$ cat src/rtl/pulse_rate_meter_if.sv
// Bus bundle for pulse_rate_meter: pulse input and controls in, rate, period and status out.
// The master side drives the pulse and control inputs; the slave side is the meter.
`timescale 1ns/1ps
interface pulse_rate_meter_if #(
  parameter int CNT_W = 16
);
  logic             pulse_in;
  logic             enable;
  logic             clear_total;
  logic [CNT_W-1:0] rate;
  logic             rate_valid;
  logic [1:0]       band;
  logic [31:0]      total_steps;
  logic [31:0]      period_cycles;
  logic             period_valid;
  logic             stalled;

  modport master (
    output pulse_in, enable, clear_total,
    input  rate, rate_valid, band, total_steps, period_cycles, period_valid, stalled
  );

  modport slave (
    input  pulse_in, enable, clear_total,
    output rate, rate_valid, band, total_steps, period_cycles, period_valid, stalled
  );
endinterface

$ cat src/rtl/pulse_rate_meter.sv
// Step-pulse rate meter: synchronises the pulse train, counts edges per gate window,
// classifies the rate into generator bands, totals steps and measures period/stall.
`timescale 1ns/1ps
module pulse_rate_meter #(
  parameter int CLK_HZ       = 100_000_000,
  parameter int GATE_CYCLES  = 100_000_000,
  parameter int STALL_CYCLES = 50_000_000,
  parameter int CNT_W        = 16,
  parameter int BAND0        = 32,
  parameter int BAND1        = 64,
  parameter int BAND2        = 128,
  parameter int TOL          = 2
) (
  input logic              clk,
  input logic              rst,
  pulse_rate_meter_if.slave bus
);

  // CLK_HZ only documents the clock the gate length was chosen for.
  if (CLK_HZ < 1 || GATE_CYCLES < 2 || STALL_CYCLES < 1) begin : g_bad_params
    $error("pulse_rate_meter: invalid parameters");
  end

  localparam int                GATE_W     = $clog2(GATE_CYCLES);
  localparam logic [GATE_W-1:0] GATE_LAST  = GATE_W'(GATE_CYCLES - 1);
  localparam logic [31:0]       STALL_LAST = 32'(STALL_CYCLES - 1);
  localparam logic [CNT_W-1:0]  CNT_MAX    = '1;

  typedef enum logic {S_IDLE, S_GATE} state_t;

  state_t            state;
  logic              sync1, sync2, prev;
  logic              pulse_edge;
  logic [GATE_W-1:0] gate_cnt;
  logic [CNT_W-1:0]  win_cnt, win_next;
  logic [CNT_W-1:0]  rate_q;
  logic              rate_valid_q;
  logic [1:0]        band_q;
  logic [31:0]       total_q;
  logic [31:0]       gap_cnt, period_q;
  logic              period_valid_q, seen_edge, stalled_q;

  function automatic int abs_diff(input int a, input int b);
    return (a > b) ? a - b : b - a;
  endfunction

  // First matching band wins, so overlapping bands resolve toward BAND0.
  function automatic logic [1:0] classify(input logic [CNT_W-1:0] r);
    int v;
    v = int'(r);
    if (abs_diff(v, BAND0) <= TOL) return 2'b00;
    if (abs_diff(v, BAND1) <= TOL) return 2'b01;
    if (abs_diff(v, BAND2) <= TOL) return 2'b10;
    return 2'b11;
  endfunction

  // NOTE: reset is synchronous here, so it lives inside the posedge-only sensitivity list
  // and every state element uses <= so all flops sample the same pre-edge values.
  always_ff @(posedge clk) begin
    if (rst) begin
      sync1 <= 1'b0;
      sync2 <= 1'b0;
      prev  <= 1'b0;
    end else begin
      sync1 <= bus.pulse_in;
      sync2 <= sync1;
      prev  <= sync2;
    end
  end

  assign pulse_edge = sync2 & ~prev;
  assign win_next   = (win_cnt == CNT_MAX) ? CNT_MAX : win_cnt + CNT_W'(pulse_edge);

  // Gate FSM; the closing cycle folds in its own edge before the window restarts.
  always_ff @(posedge clk) begin
    if (rst) begin
      state        <= S_IDLE;
      gate_cnt     <= '0;
      win_cnt      <= '0;
      rate_q       <= '0;
      rate_valid_q <= 1'b0;
      band_q       <= 2'b11;
    end else begin
      rate_valid_q <= 1'b0;
      case (state)
        S_IDLE: begin
          if (bus.enable) begin
            state    <= S_GATE;
            gate_cnt <= '0;
            win_cnt  <= '0;
          end
        end
        S_GATE: begin
          if (!bus.enable) begin
            state    <= S_IDLE;
            gate_cnt <= '0;
            win_cnt  <= '0;
          end else if (gate_cnt == GATE_LAST) begin
            rate_q       <= win_next;
            rate_valid_q <= 1'b1;
            band_q       <= classify(win_next);
            gate_cnt     <= '0;
            win_cnt      <= '0;
          end else begin
            gate_cnt <= gate_cnt + GATE_W'(1);
            win_cnt  <= win_next;
          end
        end
        default: state <= S_IDLE;
      endcase
    end
  end

  always_ff @(posedge clk) begin
    if (rst || bus.clear_total) begin
      total_q <= '0;
    end else if (state == S_GATE && pulse_edge) begin
      total_q <= total_q + 32'd1;
    end
  end

  // Period and stall tracking run regardless of the gate state.
  always_ff @(posedge clk) begin
    if (rst) begin
      gap_cnt        <= '0;
      period_q       <= '0;
      period_valid_q <= 1'b0;
      seen_edge      <= 1'b0;
      stalled_q      <= 1'b0;
    end else if (pulse_edge) begin
      gap_cnt   <= '0;
      seen_edge <= 1'b1;
      stalled_q <= 1'b0;
      if (seen_edge) begin
        period_q       <= (gap_cnt == '1) ? '1 : gap_cnt + 32'd1;
        period_valid_q <= 1'b1;
      end
    end else begin
      if (gap_cnt != '1) gap_cnt <= gap_cnt + 32'd1;
      if (gap_cnt == STALL_LAST) stalled_q <= 1'b1;
    end
  end

  assign bus.rate          = rate_q;
  assign bus.rate_valid    = rate_valid_q;
  assign bus.band          = band_q;
  assign bus.total_steps   = total_q;
  assign bus.period_cycles = period_q;
  assign bus.period_valid  = period_valid_q;
  assign bus.stalled       = stalled_q;

endmodule

$ cat src/flat_wrapper.sv
// flat-port wrapper written by rule: the top's interface ports become plain ports
module pulse_rate_meter_flat 
#(
  parameter int CLK_HZ       = 100_000_000,
  parameter int GATE_CYCLES  = 100_000_000,
  parameter int STALL_CYCLES = 50_000_000,
  parameter int CNT_W        = 16,
  parameter int BAND0        = 32,
  parameter int BAND1        = 64,
  parameter int BAND2        = 128,
  parameter int TOL          = 2
)
  (clk, rst, bus_pulse_in, bus_enable, bus_clear_total, bus_rate, bus_rate_valid, bus_band, bus_total_steps, bus_period_cycles, bus_period_valid, bus_stalled);
  pulse_rate_meter_if #(.CNT_W(CNT_W)) bus_i ();
  input logic clk;
  input logic rst;
  input wire logic [$bits(bus_i.pulse_in)-1:0] bus_pulse_in;
  input wire logic [$bits(bus_i.enable)-1:0] bus_enable;
  input wire logic [$bits(bus_i.clear_total)-1:0] bus_clear_total;
  output wire logic [$bits(bus_i.rate)-1:0] bus_rate;
  output wire logic [$bits(bus_i.rate_valid)-1:0] bus_rate_valid;
  output wire logic [$bits(bus_i.band)-1:0] bus_band;
  output wire logic [$bits(bus_i.total_steps)-1:0] bus_total_steps;
  output wire logic [$bits(bus_i.period_cycles)-1:0] bus_period_cycles;
  output wire logic [$bits(bus_i.period_valid)-1:0] bus_period_valid;
  output wire logic [$bits(bus_i.stalled)-1:0] bus_stalled;
  assign bus_i.pulse_in = bus_pulse_in;
  assign bus_i.enable = bus_enable;
  assign bus_i.clear_total = bus_clear_total;
  assign bus_rate = bus_i.rate;
  assign bus_rate_valid = bus_i.rate_valid;
  assign bus_band = bus_i.band;
  assign bus_total_steps = bus_i.total_steps;
  assign bus_period_cycles = bus_i.period_cycles;
  assign bus_period_valid = bus_i.period_valid;
  assign bus_stalled = bus_i.stalled;
  pulse_rate_meter #(.CLK_HZ(CLK_HZ), .GATE_CYCLES(GATE_CYCLES), .STALL_CYCLES(STALL_CYCLES), .CNT_W(CNT_W), .BAND0(BAND0), .BAND1(BAND1), .BAND2(BAND2), .TOL(TOL)) u_core (.clk(clk), .rst(rst), .bus(bus_i));
endmodule
$ cat config.mk
export PLATFORM = sky130hd
export DESIGN_NAME = pulse_rate_meter_flat
export DESIGN_NICKNAME = d
export VERILOG_FILES = /design/src/rtl/pulse_rate_meter_if.sv /design/src/rtl/pulse_rate_meter.sv /design/src/flat_wrapper.sv
export SDC_FILE = /design/constraint.sdc
export NUM_CORES = 1
export LEC_CHECK = 0
export CORE_MARGIN = 2
export CORE_UTILIZATION = 60
export DETAILED_ROUTE_END_ITERATION = 10
export PLACE_DENSITY = 0.89
export SETUP_SLACK_MARGIN = 0.02
export SLEW_MARGIN = 20
export SYNTH_ARGS = -nofsm -noshare
export SYNTH_HDL_FRONTEND = slang
export SYNTH_SLANG_ARGS = --single-unit
export TNS_END_PERCENT = 50
$ cat constraint.sdc
create_clock -name clk -period 9.3 [get_ports clk]
set_input_delay 1.86 -clock clk [delete_from_list [all_inputs] [get_ports clk]]
set_output_delay 1.86 -clock clk [all_outputs]
set_load 0.02 [all_outputs]
==> flow_metrics.env, run 1 <==
export IMPL_ys_types=74
export IMPL_finalSetupTns_ns=0
export IMPL_drtIter0Drc=767
export IMPL_crit_arrival_ns=5.18
export IMPL_worstPathMaxFanout=13
export IMPL_drt_pass1_iterations=6
export IMPL_synthCells=1074
export IMPL_power_density_nw_per_um2=145
export IMPL_final_setup_worst_slack_ns=4.49
export IMPL_remaining_drc_errors=0
export IMPL_hpwl_mm=14.6
export IMPL_n_fill_cell=1057
export IMPL_io_buffers=89
export IMPL_synth_top_cell_area_share_pct=38.6
export IMPL_clock_sinks=165
export IMPL_cts_htree_levels=4
export IMPL_synth_area_leaders="dfxtp_1 (39%), nor2_1 (9.7%), xnor2_1 (4.2%), a211oi_1 (3.5%), xor2_1 (3.3%)"
export IMPL_max_freq_mhz=208
export IMPL_skew_ns=0.0112
export IMPL_worst_setup_path_end_kind="flop"
export IMPL_switching_power_uw=348
export IMPL_io_pins=90
export IMPL_std_cell_rows=43
export IMPL_pre_cts_ws_ns=4.62
export IMPL_grt_pass1_vias=6849
export IMPL_die_height_um=123
export IMPL_tritoncts="done"
export IMPL_clkPwrFrac_pct=47.5
export IMPL_cap_viol_max_count=0
export IMPL_clk_latency_ns=0.44
export IMPL_placed_area_um2=9450
export IMPL_period_share_pct=51.8
export IMPL_fin_crit_ns=4.81
export IMPL_finalWirelength_mm=21.6
export IMPL_cts_resized=0
export IMPL_grt_ovfl_total=0
export IMPL_yosysTopAreaCell="dfxtp_1"
export IMPL_via_per_inst=6.13
export IMPL_cts_root_buffer_cell="clkbuf_16"
export IMPL_die_w_um=123
export IMPL_gp_congestion=0.996
export IMPL_grt_antenna_before_repair=0
export IMPL_diodes=0
export IMPL_cts_buffers_inserted=17
export IMPL_intPower_uw=1100
export IMPL_power_leakage_uw=0.00351
export IMPL_seqPwrFrac_pct=49.2
export IMPL_path_clk_slew_ns=0.07
export IMPL_rsz0062_at_grt="false"
export IMPL_async_reset_ff_share_pct=0
export IMPL_drive_above_1_share_pct=5.72
export IMPL_grt_max_degree=102
export IMPL_cts_hold_buffers_added=0
export IMPL_worstPathRequired_ns=9.67
export IMPL_status="complete, no violations"
export IMPL_synth_nets=1098
export IMPL_finalNetCount=1147
export IMPL_cts_setup_buffers=0
export IMPL_finalSetupViolCount=0
export IMPL_setup_worst_path_class="reg -> reg"
export IMPL_ys_seq_elements=165
export IMPL_utilization_pct=71.9
export IMPL_syn_area_per_cell_um2=7.97
export IMPL_finalMaxSlewViolations=0
export IMPL_combPwrFrac_pct=3.4
export IMPL_synthesis_yosys_warnings=0
export IMPL_ant_nets=0
export IMPL_hold_violations=0
export IMPL_vias=8061
export IMPL_netlist_area_um2=8560
export IMPL_switching_share_pct=24.0
export IMPL_peakVddDrop_v=0.000160
export IMPL_grt_usage_pct=28.2
export IMPL_dieArea_um2=15200
export IMPL_ys_seq_area_share_pct=38.6
export IMPL_clk_path_buf_depth=2
export IMPL_critPathLaunchType="flop"
export IMPL_grt_pass1_wl_mm=34.2
export IMPL_final_area_um2=10000
export IMPL_initial_core_util_pct=61.5
export IMPL_synth_edf_count=0
export IMPL_synthFlopType="dfxtp_1"
export IMPL_syn_to_final_growth_pct=17.1
export IMPL_max_slew_worst_pin_slew_ns=1.11
export IMPL_core_um2=13900
export IMPL_wl_per_cell_um=16.4
export IMPL_slew_headroom_pct=25.9
export IMPL_hold_class="reg -> reg"
## synth_stat cells, drive strengths merged, types with 3 or more instances
cell type,instances
ha,19
nor3b,3
xnor2,41
nand3,47
inv,18
nand4b,3
a31oi,17
o211ai,4
a21boi,4
and2,9
a311oi,8
nor2,222
or2,6
a22oi,14
mux2i,13
a21oi,49
or4,10
nand2,72
nor2b,10
nor4,12
buf,14
a211oi,40
or3,9
nand4,35
and4,12
clkbuf,49
o21ai,44
dfxtp,165
nor3,29
xor2,32
and3,21
nor4b,3
o31ai,5
## sequential cells by signal, indices dropped and copies added, names as in the netlist
register and flops:
u_core.bus.period_cycles 32, u_core.bus.total_steps 32, u_core.gap_cnt 32, u_core.gate_cnt 27, u_core.bus.rate 16, u_core.win_cnt 16
u_core.bus.band 2, u_core.bus.period_valid 1, u_core.bus.rate_valid 1, u_core.bus.stalled 1, u_core.prev 1, u_core.seen_edge 1
u_core.state 1, u_core.sync1 1, u_core.sync2 1
## per-stage QoR
stage               hold slack, ns  cells  power [uW]
detailed placement           0.444   1284         778
global route                 0.460   1316        1490
finish                       0.447   1316        1450
CTS                          0.455   1316        1450
floorplan                    0.414   1074         764
global placement             0.448   1284         777
## cell families (layout without fill, tap and decap cells)
| group | count (synthesis) | count (layout) | synth area share [%] |
|---|---|---|---|
| adder cells (fa/ha/maj) | 19 | 19 | 2.78 |
| AO/OA/AOI/OAI | 209 | 209 | 16.0 |
| buffers and inverters | 81 | 143 | 3.92 |
| multiplexers | 15 | 15 | 1.93 |
| XOR/XNOR | 73 | 73 | 7.47 |
| flip-flops | 165 | 165 | 38.6 |
| AND/OR/NAND/NOR | 512 | 512 | 29.4 |
## path summary, 6_finish.rpt
path,from,to,slack (ns),depth (start not counted)
max,u_core.sync2$_SDFF_PP0_,u_core.bus.band[0]$_SDFFE_PP1P_,4.49,17
max reg2reg,u_core.sync2$_SDFF_PP0_,u_core.bus.band[0]$_SDFFE_PP1P_,4.49,17
min reg2reg,u_core.sync1$_SDFF_PP0_,u_core.sync2$_SDFF_PP0_,0.45,1
min,u_core.sync1$_SDFF_PP0_,u_core.sync2$_SDFF_PP0_,0.45,1
## power by group through the flow
stage	combinational, uW	sequential, uW	clock, uW
final	49.2	713	689
after global routing	54.1	713	726
after CTS	48.6	713	692
after detailed placement	48.5	729	0
after global placement	48.4	729	0
after floorplan	33.7	731	0
## cell type report
cell class	count	area, um2	area share, %
tap	180	225	2.25
clock inverter	13	144	1.44
inverter	18	67.6	0.674
multi-input combinational	828	4930	49.2
timing repair buffer	93	918	9.16
sequential	165	3300	33.0
clock buffer	19	433	4.32
## routing by layer
| metal | up-vias | track usage, % | routed length, um |
|---|---|---|---|
| met4 | 0 | 8.38 | 377 |
| met3 | 35 | 7.10 | 1390 |
| met2 | 300 | 44.8 | 9970 |
| met1 | 3790 | 38.0 | 9840 |
| li1 | 3936 | - | - |
| met5 | - | 0 | 0 |
## worst max-delay path: stages, from the launching register on
cell,delay [ns]
dfxtp_1,0.31
nor2b_1,0.30
ha_1,0.33
ha_1,0.46
inv_1,0.21
o31ai_1,0.32
nand3_1,0.29
inv_1,0.30
ha_1,0.42
inv_1,0.10
a211o_1,0.27
o221a_2,0.17
o31a_1,0.11
or3_1,0.35
o41a_1,0.43
o22ai_1,0.16
a21oi_1,0.07
o21ai_1,0.12
## layout by cell type, fill, tap and decap left out, types with 19 or more instances in the layout
| cell type | count |
|---|---|
| dfxtp_1 | 165 |
| nand2_1 | 72 |
| ha_1 | 19 |
| xnor2_1 | 41 |
| xor2_1 | 32 |
| a21oi_1 | 49 |
| clkdlybuf4s50_1 | 88 |
| nand4_1 | 32 |
| o21ai_0 | 43 |
| and3_1 | 21 |
| nand3_1 | 47 |
| a211oi_1 | 40 |
| nor3_1 | 28 |
| nor2_1 | 220 |
Note: power is estimated with default switching activity, not from simulation.
==> run 2: changes to the inputs <==
--- a/config.mk
+++ b/config.mk
@@ -6,9 +6,9 @@
 export NUM_CORES = 1
 export LEC_CHECK = 0
 export CORE_MARGIN = 2
-export CORE_UTILIZATION = 60
+export CORE_UTILIZATION = 52
 export DETAILED_ROUTE_END_ITERATION = 10
-export PLACE_DENSITY = 0.89
+export PLACE_DENSITY = 0.82
 export SETUP_SLACK_MARGIN = 0.02
 export SLEW_MARGIN = 20
 export SYNTH_ARGS = -nofsm -noshare
==> constraint.sdc (replaced) <==
create_clock -name clk -period 4.25 [get_ports clk]
set_input_delay 0.85 -clock clk [delete_from_list [all_inputs] [get_ports clk]]
set_output_delay 0.85 -clock clk [all_outputs]
set_load 0.02 [all_outputs]
==> run 2 against run 1 <==
  * Wire length up 1.2%
  * Largest power group unchanged
  * Critical path depth down 4
  * Sequential share of layout area fell by 0.75 points
  * Setup slack got worse by 4.2 ns
  * First-iteration DRC count is 0.91% higher
  * Cell count rose by 4.6%
  * Non-clock buffer count is 24 higher
  * Sequential power grew 120%
==> flow_metrics.env, run 2 (synthesis results as in run 1) <==
export IMPL_cp_top_family="simple AND/OR/NAND/NOR gates"
export IMPL_wl_per_cell_um=15.9
export IMPL_std_cell_rows=46
export IMPL_skew_ns=0.0113
export IMPL_grt_ovfl_total=0
export IMPL_clock_sinks=165
export IMPL_utilization_pct=64.1
export IMPL_hpwl_mm=15.3
export IMPL_reg2reg_setup_slack_ns=0.24
export IMPL_via_per_inst=5.84
export IMPL_remaining_drc_errors=0
export IMPL_hold_ws_ns=0.453
export IMPL_hold_class="reg -> reg"
export IMPL_slew_headroom_pct=32.6
export IMPL_max_stage_delay_ns=0.66
export IMPL_cts_htree_levels=4
export IMPL_cts_setup_buffers=0
export IMPL_die_height_um=132
export IMPL_path_clk_slew_ns=0.07
export IMPL_die_w_um=132
export IMPL_mostFrequentLayoutCell="nor2_1"
export IMPL_power_density_nw_per_um2=308
export IMPL_fin_crit_ns=4.01
export IMPL_grt_pass1_wl_mm=35.7
export IMPL_initial_core_util_pct=53.5
export IMPL_worst_setup_path_end_kind="flop"
export IMPL_setup_worst_path_class="reg -> reg"
export IMPL_path_cells="nor2b_1, ha_2, ha_1, buf_4, nand2_1, o31ai_1, and3_1, a41oi_2, or3_4, or4_1, a311o_1, a21oi_1, o21ai_1"
export IMPL_layout_common_cells="nor2_1 (220), dfxtp_1 (165), clkdlybuf4s50_1 (88), nand2_1 (72), a21oi_1 (49)"
export IMPL_ant_nets=0
export IMPL_hold_violations=0
export IMPL_tritoncts="done"
export IMPL_hp_start="u_core.sync1$_SDFF_PP0_"
export IMPL_io_buffers=89
export IMPL_cp_slowest_cell="o31ai_1"
export IMPL_worstPathMaxFanout=12
export IMPL_cts_buffers_inserted=17
export IMPL_grt_usage_pct=24.6
export IMPL_clk_path_buf_depth=2
export IMPL_vias=8037
export IMPL_grtUsageMet3_pct=5.27
export IMPL_diodes=0
export IMPL_finalSetupTns_ns=0
export IMPL_grt_pass1_vias=6990
export IMPL_cp_startpoint="u_core.sync2$_SDFF_PP0_"
export IMPL_reg2regPathDepth=13
export IMPL_drive_above_1_share_pct=8.19
export IMPL_dieArea_um2=17500
export IMPL_core_um2=16000
export IMPL_r2r_end="u_core.bus.band[0]$_SDFFE_PP1P_"
export IMPL_cts_resized=0
export IMPL_grt_antenna_before_repair=0
export IMPL_met1_usage_pct=34.0
export IMPL_finalMaxSlewViolations=0
export IMPL_grt_max_degree=62
export IMPL_r2r_start="u_core.sync2$_SDFF_PP0_"
export IMPL_cp_num_buf_inv=1
export IMPL_max_freq_mhz=249
export IMPL_finalNetCount=1171
export IMPL_clk_latency_ns=0.44
export IMPL_top_usage_layer="met2"
export IMPL_cts_hold_buffers_added=0
export IMPL_peakVddDrop_v=0.000295
export IMPL_cap_viol_max_count=0
export IMPL_io_pins=90
export IMPL_power_leakage_uw=0.00362
export IMPL_rsz0062_at_grt="false"
export IMPL_n_fill_cell=1438
export IMPL_critPathLaunchType="flop"
export IMPL_worstPathRequired_ns=4.57
export IMPL_finalSetupViolCount=0
export IMPL_finalWirelength_mm=21.8
export IMPL_syn_to_final_growth_pct=19.8
export IMPL_hold_end="u_core.sync2$_SDFF_PP0_"
export IMPL_drt_pass1_iterations=6
export IMPL_hold_path_depth=1
export IMPL_gp_congestion=0.983
export IMPL_crit_arrival_ns=4.33
export IMPL_drtIter0Drc=774
export IMPL_period_share_pct=94.3
export IMPL_groute_layer_met2_usage_pct=38.3
export IMPL_cts_root_buffer_cell="clkbuf_16"
export IMPL_status="complete, no violations"
export IMPL_max_slew_worst_pin_slew_ns=1.01
## run 2: cell count changes in the layout (fill, tap and decap cells not counted), moves of 2 or more
| cell | previous run | this run |
|---|---|---|
| buf_4 | 5 | 29 |
| ha_1 | 19 | 17 |
| clkbuf_1 | 2 | 0 |
| ha_2 | 0 | 2 |
| inv_8 | 1 | 3 |
| clkinv_4 | 5 | 3 |
| clkinv_2 | 0 | 2 |
## run 2: layout make-up
| type | instances | area, um2 | area share (%) |
|---|---|---|---|
| clock buffers | 17 | 425 | 4.15 |
| clock inverters | 15 | 144 | 1.40 |
| inverters | 18 | 67.6 | 0.659 |
| multi-input cells | 828 | 4950 | 48.2 |
| flip-flops and latches | 165 | 3300 | 32.2 |
| well taps | 216 | 270 | 2.63 |
| repair buffers | 117 | 1100 | 10.7 |
## run 2: power by group
part	total, uW	internal (uW)	switching [uW]
Clock	1490	774	716
Sequential	1560	1550	5.84
Combinational	111	35.0	75.5
## run 2: stage by stage
step                      setup WS [ns]  instances  area (um2)  power [uW]
after floorplan                   0.334       1074        8560        1670
after global placement            0.273       1344        9670        1700
after detailed placement          0.236       1344        9670        1700
after CTS                         0.194       1376       10200        3180
after global routing             0.0216       1376       10300        3260
final                             0.240       1376       10300        3160
## run 2: worst max path at each step
stage               cells past startpoint                              end  slack [ns]
floorplan                              15  u_core.bus.band[0]$_SDFFE_PP1P_        0.33
global placement                       13  u_core.bus.band[0]$_SDFFE_PP1P_        0.27
detailed placement                     16  u_core.bus.band[0]$_SDFFE_PP1P_        0.24
CTS                                    16  u_core.bus.band[0]$_SDFFE_PP1P_        0.19
global route                           15  u_core.bus.band[0]$_SDFFE_PP1P_        0.02
finish                                 13  u_core.bus.band[0]$_SDFFE_PP1P_        0.24
## run 2: worst register-to-register path, cell delays in order (launching register included)
cell and delay, ns:
dfxtp_1 0.32, nor2b_1 0.19, ha_2 0.25, ha_1 0.18, buf_4 0.19, nand2_1 0.07, o31ai_1 0.66, and3_1 0.36
a41oi_2 0.16, or3_4 0.38, or4_1 0.53, a311o_1 0.37, a21oi_1 0.17, o21ai_1 0.07
## run 2: routing by layer
layer,vias up,part of all wire (%)
met2,249,45
met3,29,5.9
li1,3989,-
met4,0,1.8
met1,3770,47
met5,-,0
